**src/rtl/alu_pkg.sv**
```systemverilog
// Shared constants and types for the ALU command issuer.
package alu_pkg;

    localparam int DW   = 4;
    localparam int NREG = 4;
    localparam int AW   = 2;

    localparam logic [1:0] OP_ADD = 2'b00;
    localparam logic [1:0] OP_SUB = 2'b01;
    localparam logic [1:0] OP_OR  = 2'b10;
    localparam logic [1:0] OP_AND = 2'b11;

    typedef enum logic [1:0] {
        S_IDLE  = 2'd0,
        S_ISSUE = 2'd1,
        S_WB    = 2'd2
    } state_t;

endpackage

```
**src/rtl/alu_cmd_issuer_if.sv**
```systemverilog
// Command, ALU and result signals of the issuer, bundled for port connection.
// master = the issuer; slave = the environment (command source, ALU, result sink).
interface alu_cmd_issuer_if;
    import alu_pkg::*;

    logic          cmd_valid;
    logic          cmd_ready;
    logic [1:0]    cmd_op;
    logic [AW-1:0] cmd_rd;
    logic [AW-1:0] cmd_rs;
    logic [AW-1:0] cmd_rt;
    logic          cmd_imm_en;
    logic [DW-1:0] cmd_imm;

    logic [DW-1:0] alu_a;
    logic [DW-1:0] alu_b;
    logic [1:0]    alu_op;
    logic [DW-1:0] alu_ans;

    logic          res_valid;
    logic          res_ready;
    logic [DW-1:0] res_data;
    logic [AW-1:0] res_rd;
    logic          res_zero;

    modport master (
        input  cmd_valid, cmd_op, cmd_rd, cmd_rs, cmd_rt, cmd_imm_en, cmd_imm,
        output cmd_ready,
        output alu_a, alu_b, alu_op,
        input  alu_ans,
        output res_valid, res_data, res_rd, res_zero,
        input  res_ready
    );

    modport slave (
        output cmd_valid, cmd_op, cmd_rd, cmd_rs, cmd_rt, cmd_imm_en, cmd_imm,
        input  cmd_ready,
        input  alu_a, alu_b, alu_op,
        output alu_ans,
        input  res_valid, res_data, res_rd, res_zero,
        output res_ready
    );

endinterface

```
**src/rtl/alu_cmd_regfile.sv**
```systemverilog
// Small register file: async active-low clear, two combinational reads, one synchronous write.
module alu_cmd_regfile #(
    parameter int NREG = 4,
    parameter int DW   = 4,
    parameter int AW   = 2
) (
    input  logic          clk,
    input  logic          reset,
    input  logic          we,
    input  logic [AW-1:0] waddr,
    input  logic [DW-1:0] wdata,
    input  logic [AW-1:0] raddr_a,
    output logic [DW-1:0] rdata_a,
    input  logic [AW-1:0] raddr_b,
    output logic [DW-1:0] rdata_b
);

    logic [DW-1:0] regs_q [NREG];

    // Clear all entries on reset; otherwise write one entry when enabled.
    always_ff @(posedge clk or negedge reset) begin
        if (!reset) begin
            for (int i = 0; i < NREG; i++) begin
                regs_q[i] <= '0;
            end
        end else if (we) begin
            regs_q[waddr] <= wdata;
        end
    end

    assign rdata_a = regs_q[raddr_a];
    assign rdata_b = regs_q[raddr_b];

endmodule

```
**src/rtl/alu_cmd_issuer.sv**
```systemverilog
// Issues register-addressed commands to an external combinational ALU and
// writes the answer back to the local register file and the result port.
module alu_cmd_issuer #(
    parameter int NREG = 4,
    parameter int DW   = 4
) (
    input  logic              clk,
    input  logic              reset,
    alu_cmd_issuer_if.master  bus
);
    import alu_pkg::*;

    state_t        state_q, state_d;
    logic [DW-1:0] alu_a_q, alu_a_d;
    logic [DW-1:0] alu_b_q, alu_b_d;
    logic [1:0]    alu_op_q, alu_op_d;
    logic [AW-1:0] rd_q, rd_d;
    logic          res_valid_q, res_valid_d;
    logic [DW-1:0] res_data_q, res_data_d;
    logic [AW-1:0] res_rd_q, res_rd_d;
    logic          res_zero_q, res_zero_d;

    logic          we;
    logic [DW-1:0] rdata_a, rdata_b;

    alu_cmd_regfile #(.NREG(NREG), .DW(DW), .AW(AW)) u_regfile (
        .clk     (clk),
        .reset   (reset),
        .we      (we),
        .waddr   (rd_q),
        .wdata   (bus.alu_ans),
        .raddr_a (bus.cmd_rs),
        .rdata_a (rdata_a),
        .raddr_b (bus.cmd_rt),
        .rdata_b (rdata_b)
    );

    // Ready only in IDLE, and held low while reset is asserted.
    assign bus.cmd_ready = (state_q == S_IDLE) && reset;

    // Next-state and datapath updates: accept in IDLE, capture ALU answer in ISSUE, drain in WB.
    always_comb begin
        state_d     = state_q;
        alu_a_d     = alu_a_q;
        alu_b_d     = alu_b_q;
        alu_op_d    = alu_op_q;
        rd_d        = rd_q;
        res_valid_d = res_valid_q;
        res_data_d  = res_data_q;
        res_rd_d    = res_rd_q;
        res_zero_d  = res_zero_q;
        we          = 1'b0;
        case (state_q)
            S_IDLE: begin
                if (bus.cmd_valid) begin
                    alu_a_d  = rdata_a;
                    alu_b_d  = bus.cmd_imm_en ? bus.cmd_imm : rdata_b;
                    alu_op_d = bus.cmd_op;
                    rd_d     = bus.cmd_rd;
                    state_d  = S_ISSUE;
                end
            end
            S_ISSUE: begin
                we          = 1'b1;
                res_data_d  = bus.alu_ans;
                res_rd_d    = rd_q;
                res_zero_d  = (bus.alu_ans == '0);
                res_valid_d = 1'b1;
                state_d     = S_WB;
            end
            S_WB: begin
                if (bus.res_ready) begin
                    res_valid_d = 1'b0;
                    state_d     = S_IDLE;
                end
            end
            default: state_d = S_IDLE;
        endcase
    end

    // State and output registers, all returned to zero by reset.
    always_ff @(posedge clk or negedge reset) begin
        if (!reset) begin
            state_q     <= S_IDLE;
            alu_a_q     <= '0;
            alu_b_q     <= '0;
            alu_op_q    <= '0;
            rd_q        <= '0;
            res_valid_q <= 1'b0;
            res_data_q  <= '0;
            res_rd_q    <= '0;
            res_zero_q  <= 1'b0;
        end else begin
            state_q     <= state_d;
            alu_a_q     <= alu_a_d;
            alu_b_q     <= alu_b_d;
            alu_op_q    <= alu_op_d;
            rd_q        <= rd_d;
            res_valid_q <= res_valid_d;
            res_data_q  <= res_data_d;
            res_rd_q    <= res_rd_d;
            res_zero_q  <= res_zero_d;
        end
    end

    assign bus.alu_a     = alu_a_q;
    assign bus.alu_b     = alu_b_q;
    assign bus.alu_op    = alu_op_q;
    assign bus.res_valid = res_valid_q;
    assign bus.res_data  = res_data_q;
    assign bus.res_rd    = res_rd_q;
    assign bus.res_zero  = res_zero_q;

endmodule

```
**src/flat_wrapper.sv**
```systemverilog
// flat-port wrapper written by rule: the top's interface ports become plain ports
module alu_cmd_issuer_flat import alu_pkg::*;
#(
    parameter int NREG = 4,
    parameter int DW   = 4
)
  (clk, reset, bus_cmd_valid, bus_cmd_op, bus_cmd_rd, bus_cmd_rs, bus_cmd_rt, bus_cmd_imm_en, bus_cmd_imm, bus_cmd_ready, bus_alu_a, bus_alu_b, bus_alu_op, bus_alu_ans, bus_res_valid, bus_res_data, bus_res_rd, bus_res_zero, bus_res_ready);
  alu_cmd_issuer_if bus_i ();
  input  logic clk;
  input  logic reset;
  input wire logic [$bits(bus_i.cmd_valid)-1:0] bus_cmd_valid;
  input wire logic [$bits(bus_i.cmd_op)-1:0] bus_cmd_op;
  input wire logic [$bits(bus_i.cmd_rd)-1:0] bus_cmd_rd;
  input wire logic [$bits(bus_i.cmd_rs)-1:0] bus_cmd_rs;
  input wire logic [$bits(bus_i.cmd_rt)-1:0] bus_cmd_rt;
  input wire logic [$bits(bus_i.cmd_imm_en)-1:0] bus_cmd_imm_en;
  input wire logic [$bits(bus_i.cmd_imm)-1:0] bus_cmd_imm;
  output wire logic [$bits(bus_i.cmd_ready)-1:0] bus_cmd_ready;
  output wire logic [$bits(bus_i.alu_a)-1:0] bus_alu_a;
  output wire logic [$bits(bus_i.alu_b)-1:0] bus_alu_b;
  output wire logic [$bits(bus_i.alu_op)-1:0] bus_alu_op;
  input wire logic [$bits(bus_i.alu_ans)-1:0] bus_alu_ans;
  output wire logic [$bits(bus_i.res_valid)-1:0] bus_res_valid;
  output wire logic [$bits(bus_i.res_data)-1:0] bus_res_data;
  output wire logic [$bits(bus_i.res_rd)-1:0] bus_res_rd;
  output wire logic [$bits(bus_i.res_zero)-1:0] bus_res_zero;
  input wire logic [$bits(bus_i.res_ready)-1:0] bus_res_ready;
  assign bus_i.cmd_valid = bus_cmd_valid;
  assign bus_i.cmd_op = bus_cmd_op;
  assign bus_i.cmd_rd = bus_cmd_rd;
  assign bus_i.cmd_rs = bus_cmd_rs;
  assign bus_i.cmd_rt = bus_cmd_rt;
  assign bus_i.cmd_imm_en = bus_cmd_imm_en;
  assign bus_i.cmd_imm = bus_cmd_imm;
  assign bus_cmd_ready = bus_i.cmd_ready;
  assign bus_alu_a = bus_i.alu_a;
  assign bus_alu_b = bus_i.alu_b;
  assign bus_alu_op = bus_i.alu_op;
  assign bus_i.alu_ans = bus_alu_ans;
  assign bus_res_valid = bus_i.res_valid;
  assign bus_res_data = bus_i.res_data;
  assign bus_res_rd = bus_i.res_rd;
  assign bus_res_zero = bus_i.res_zero;
  assign bus_i.res_ready = bus_res_ready;
  alu_cmd_issuer #(.NREG(NREG), .DW(DW)) u_core (.clk(clk), .reset(reset), .bus(bus_i));
endmodule
```
**config.mk**
```make
export PLATFORM = sky130hd
export DESIGN_NAME = alu_cmd_issuer_flat
export DESIGN_NICKNAME = d
export VERILOG_FILES = /design/src/rtl/alu_pkg.sv /design/src/rtl/alu_cmd_issuer_if.sv /design/src/rtl/alu_cmd_regfile.sv /design/src/rtl/alu_cmd_issuer.sv /design/src/flat_wrapper.sv
export SDC_FILE = /design/constraint.sdc
export NUM_CORES = 1
export LEC_CHECK = 0
export CAP_MARGIN = 0
export CORE_ASPECT_RATIO = 0.7
export CORE_MARGIN = 3
export CORE_UTILIZATION = 55
export CTS_BUF_LIST = sky130_fd_sc_hd__clkbuf_8
export DETAILED_ROUTE_END_ITERATION = 8
export PLACE_DENSITY = 0.87
export SETUP_SLACK_MARGIN = 0.4
export SLEW_MARGIN = 20
export SYNTH_ARGS = -nofsm -noshare
export SYNTH_HDL_FRONTEND = slang
export SYNTH_SLANG_ARGS = --single-unit
```
**constraint.sdc**
```tcl
create_clock -name clk -period 3.3 [get_ports clk]
set_input_delay 0.66 -clock clk [delete_from_list [all_inputs] [get_ports clk]]
set_output_delay 0.66 -clock clk [all_outputs]
set_load 0.02 [all_outputs]
```
Yosys cells after proc, flatten, opt, wreduce, memory -nomap -nowiden
Cells that the tools add are included.
{ "classes": {"bitwise": 3, "muxes": 16, "reduce_logical": 8, "order_cmp": 4, "eq_ne": 4, "n_div": 0, "addsub": 0, "shifts": 0, "multipliers": 0} }
{ "ops": {"columns": ["cell", "count"], "rows": [
  ["$mux W4", 6],
  ["$bmux W4 S2", 2],
  ["$bwmux W16", 1],
  ["$ge A3 B3 Y1 const B", 3],
  ["$not A2 Y3", 3],
  ["$demux W4 S2", 1],
  ["$pmux W2 S3", 1],
  ["$reduce_and A2 Y1", 3],
  ["$logic_not A4 Y1", 1],
  ["$mux W2", 2],
  ["$ne A2 B2 Y1 const B", 2],
  ["$lt A3 B1 Y1 const B", 1],
  ["$eq A2 B1 Y1 const B", 1],
  ["$eq A2 B2 Y1 const B", 1],
  ["$logic_and A1 B1 Y1", 2],
  ["$logic_not A2 Y1", 1],
  ["$mux W1", 2],
  ["$pmux W1 S2", 1],
  ["$reduce_bool A2 Y1", 1]
]} }
{ "totals": {"ramBits": 0, "ff_bits": 38, "elab_cells": 48, "latch_bits": 0, "memories": 0, "rom_bits": 0, "input_bits": 21, "output_inout_bits": 19} }

Longest topological paths before layout
{ "depth": {"depth_word": 6, "mapped_depth": 5, "depth_no_buf": 3} }

By module
A second synthesis with hierarchy kept.
{ "unflattened": {"hier_cells": 101, "hier_area_um2": 1709.1} }
{ "by_module_without_submodules": {"columns": ["module", "cells_per_inst", "seq_area_each_um2", "area_per_inst_um2", "instances"], "rows": [
  ["alu_cmd_issuer", 57, 550.5, 902.1, 1],
  ["alu_cmd_regfile", 44, 400.4, 807.0, 1]
]} }

Least setup slack after synthesis
Ideal clock, no wire load.
{ "synth_timing": {"path_type": "input to output", "start": "input port reset", "end": "output port bus_cmd_ready", "required_ns": 2.640, "stages": 1, "arrival_ns": 1.181, "n_path_buf": 0, "setup_slack_ns": 1.459, "cell_sequence": "nor3b_1"} }
{ "synth_between": {"elab_chain_cells": 1} }
{ "synth_lines": {"columns": ["element", "line", "rtl"], "rows": [
  ["start, declared", "flat_wrapper.sv:10", "input logic reset;"],
  ["$logic_and A1 B1 Y1", "alu_cmd_issuer.sv:39", "assign bus.cmd_ready = (state_q == S_IDLE) && reset;"],
  ["end, declared", "flat_wrapper.sv:18", "output wire logic [$bits(bus_i.cmd_ready)-1:0] bus_cmd_ready;"]
]} }
No other way between the ends.

Worst setup path after layout
{ "layout_timing": {"start": "register u_core.state_q[0]", "end": "output port bus_cmd_ready"} }
{ "layout_between": {"elab_chain_cells": 2} }
{ "layout_lines": {"columns": ["element", "line", "rtl"], "rows": [
  ["start, declared", "alu_cmd_issuer.sv:13", "state_t state_q, state_d;"],
  ["start signal, assigned", "alu_cmd_issuer.sv:94", "state_q <= state_d;"],
  ["$logic_not A2 Y1", "alu_cmd_issuer.sv:39", null],
  ["$logic_and A1 B1 Y1", "alu_cmd_issuer.sv:39", null]
]} }
No other way between the ends.

==> reports/qor.yml <==
r2r-start: "u_core.state_q[0]"
grtUsageTotal_pct: 20.7
gp_congestion: 0.765
slew_headroom_pct: 51.5
die_w_um: 73.1
synth_area_um2: 1730
synthCells: 111
synth_seq_cells: 38
dp_worst_setup_slack_ps: 1030
die_y_um: 53.0
finalCriticalPeriod_ps: 2350
cts_resized: 0
synth_area_leader_cell: "dfrtp_1"
grt_pass1_wl_um: 5720
cts_max_path_buffers: 2
totalPowerFinal_uw: 2290
nNetsFinal: 175
finalWirelength_um: 3580
antenna_found_initial: 0
cts_tree: "built"
grt_pass1_vias: 1089
reg2regPathDepth: 2
drcViolationCount: 0
routedWlPerCell_um: 18.7
syn_nets: 132
synth_top_area_share_pct: 54.9
worstPathArrival_ps: 1690
endpoint: "bus_cmd_ready"
yosysUniqueCellTypes: 21
crit_fanout: 8
crit_buf_inv: 1
antenna_left: 0
hold_buffers: 0
syn_to_final_growth_pct: 31.1
clkTransAtPathRegs_ps: 80
slowest_delay_ps: 640
cts_root_buf: "clkbuf_8"
r2r_end: "u_core.bus.alu_a[0]"
fill_cells: 179
end_kind: "output port"
grt_overflow: 0
num_io_pins: 40
cpMaxStageDelayCell: "clkdlybuf4s50_1"
numCtsBuffers: 5
cts_setup_buffers: 0
htreeDepth: 2
ys_seq_area_share_pct: 54.9
max_freq_ghz: 0.426
num_vias: 1128
p_per_area_nw_per_um2: 1010
worstPathCellList: "nor3b_1, clkdlybuf4s50_1"
grt_max_degree: 39
setup_ws_ps: 951
numClockSinks: 38
ir_drop_uv: 579
tightest_slew_ps: 726
vias_per_cell: 5.91
io_buffer_count: 39
synth.avg_cell_area_um2: 15.6
antennaDiodeCount: 0
max_cap_viol_count: 0
setup_tns_ps: 0
cp.depth: 2
coreArea_um2: 2900
worstPathRequired_ps: 2640
synth_warnings: 0
rsz0062_at_grt: "false"
power.leakage_uw: 0.000955
holdCritPathClass: "in -> async"
startpoint_type: "flop"
initial_core_util_pct: 59.7
die_area_um2: 3870
drt_iter0_drc: 94
maxSlewViolCount: 0
worst_clock_skew_ps: 7.54
dp_hpwl_um: 2550
drive_gt1_share_pct: 31.6
crit_path_start: "u_core.state_q[0]"
setup_viol: 0
firstDrtPassIters: 4
status: "finished clean"
period_share_pct: 71.2
num_rows: 16
synthTopCellsByArea: "dfrtp_1 (55%), mux2_2 (18%), mux4_2 (7.8%)"
crit_type: "reg -> out"
hold_viol_final: 0
cp_top_family: "buffers and inverters"
setup.reg_to_reg.worst_slack_ps: 1580
worst_skew_pair.late_latency_ps: 290
cell usage after synthesis (all sizes together):
master	count
dfrtp	38
mux2	29
mux4	8
nor2	7
a21oi	5
nand2	5
buf	4
mux2i	4
nor3b	3
o21ai	2
inv	1
nand2b	1
nand3b	1
nand4b	1
nor3	1
or4	1
routing by layer:
metal | global-route usage (%) | part of all wire (%) | routed length [µm] | vias to the layer above
li1 | - | - | - | 493
met5 | 0 | 0 | 0 | -
met1 | 28.6 | 46 | 1640 | 589
met3 | 8.35 | 7.6 | 273 | 2
met4 | 4.91 | 0.75 | 27 | 0
met2 | 30.7 | 46 | 1640 | 44
final cells by class:
cell class	instances	area, µm²	share of cell area, %
sequential	38	951	41.9
multi-input combinational	68	737	32.4
timing repair buffer	40	393	17.3
clock buffer	6	82.6	3.63
clock inverter	2	60.1	2.64
tap	36	45.0	1.98
inverter	1	3.75	0.165
through the flow:
step / instance area (µm²) / hold slack, ps / cells / util [%]
CTS: 2270 / 432 / 191 / 78.3
floorplan: 1730 / 364 / 111 / -
detailed placement: 2130 / 486 / 183 / 73.4
finish: 2270 / 420 / 191 / 78.3
global placement: 2130 / 461 / 183 / 73.4
global route: 2270 / 448 / 191 / 78.3
worst min-delay path by stage:
stage	slack, ps	endpoint	cells past startpoint	start
after global routing	450	u_core.state_q[0]	2	reset
after CTS	430	u_core.u_regfile.regs_q[1]	2	reset
after detailed placement	490	u_core.bus.res_zero	2	u_core.bus.res_zero
final	420	u_core.u_regfile.regs_q[13]	2	reset
after global placement	460	u_core.bus.res_rd[1]	2	u_core.bus.res_rd[1]
after floorplan	360	u_core.bus.alu_a[0]	0	reset
report_power, final:
group,internal [µW],switching [µW]
Sequential,698,210
Combinational,523,372
Clock,322,161
Total,1540,743
state kept, by name, summed over array words and instances (netlist names):
signal and count:
u_core.bus.alu_a 4, u_core.bus.alu_b 4, u_core.bus.alu_op 2, u_core.bus.res_data 4, u_core.bus.res_rd 2, u_core.bus.res_valid 1
u_core.bus.res_zero 1, u_core.rd_q 2, u_core.state_q 2, u_core.u_regfile.regs_q 16
cell families after synthesis:
| family | count (synthesis) | synth area share, % |
|---|---|---|
| compound gates | 7 | 2.02 |
| mux | 41 | 32.2 |
| flops | 38 | 54.9 |
| buf+inv | 5 | 2.60 |
| simple gates | 20 | 8.30 |
worst register-to-register path, delay by kind of cell, from the launching register on:
family | cells | cell delay [ps]
flops | 1 | 510
simple gates | 1 | 670
mux | 1 | 420
cell usage in the layout, fill, tap and decap left out:
| master | count |
|---|---|
| or4_1 | 1 |
| nand2_1 | 5 |
| bufinv_16 | 2 |
| a21oi_1 | 5 |
| nand4b_1 | 1 |
| nand2b_4 | 1 |
| clkdlybuf4s50_1 | 38 |
| o21ai_0 | 2 |
| buf_4 | 1 |
| nand3b_1 | 1 |
| mux2_2 | 28 |
| inv_1 | 1 |
| mux2i_1 | 4 |
| nor3_4 | 1 |
| dfrtp_1 | 38 |
| nor3b_4 | 2 |
| mux2_4 | 1 |
| mux4_1 | 2 |
| buf_2 | 1 |
| nor3b_1 | 1 |
| clkbuf_8 | 6 |
| mux4_2 | 6 |
| nor2_1 | 7 |
(Power assumes the default switching activity.)
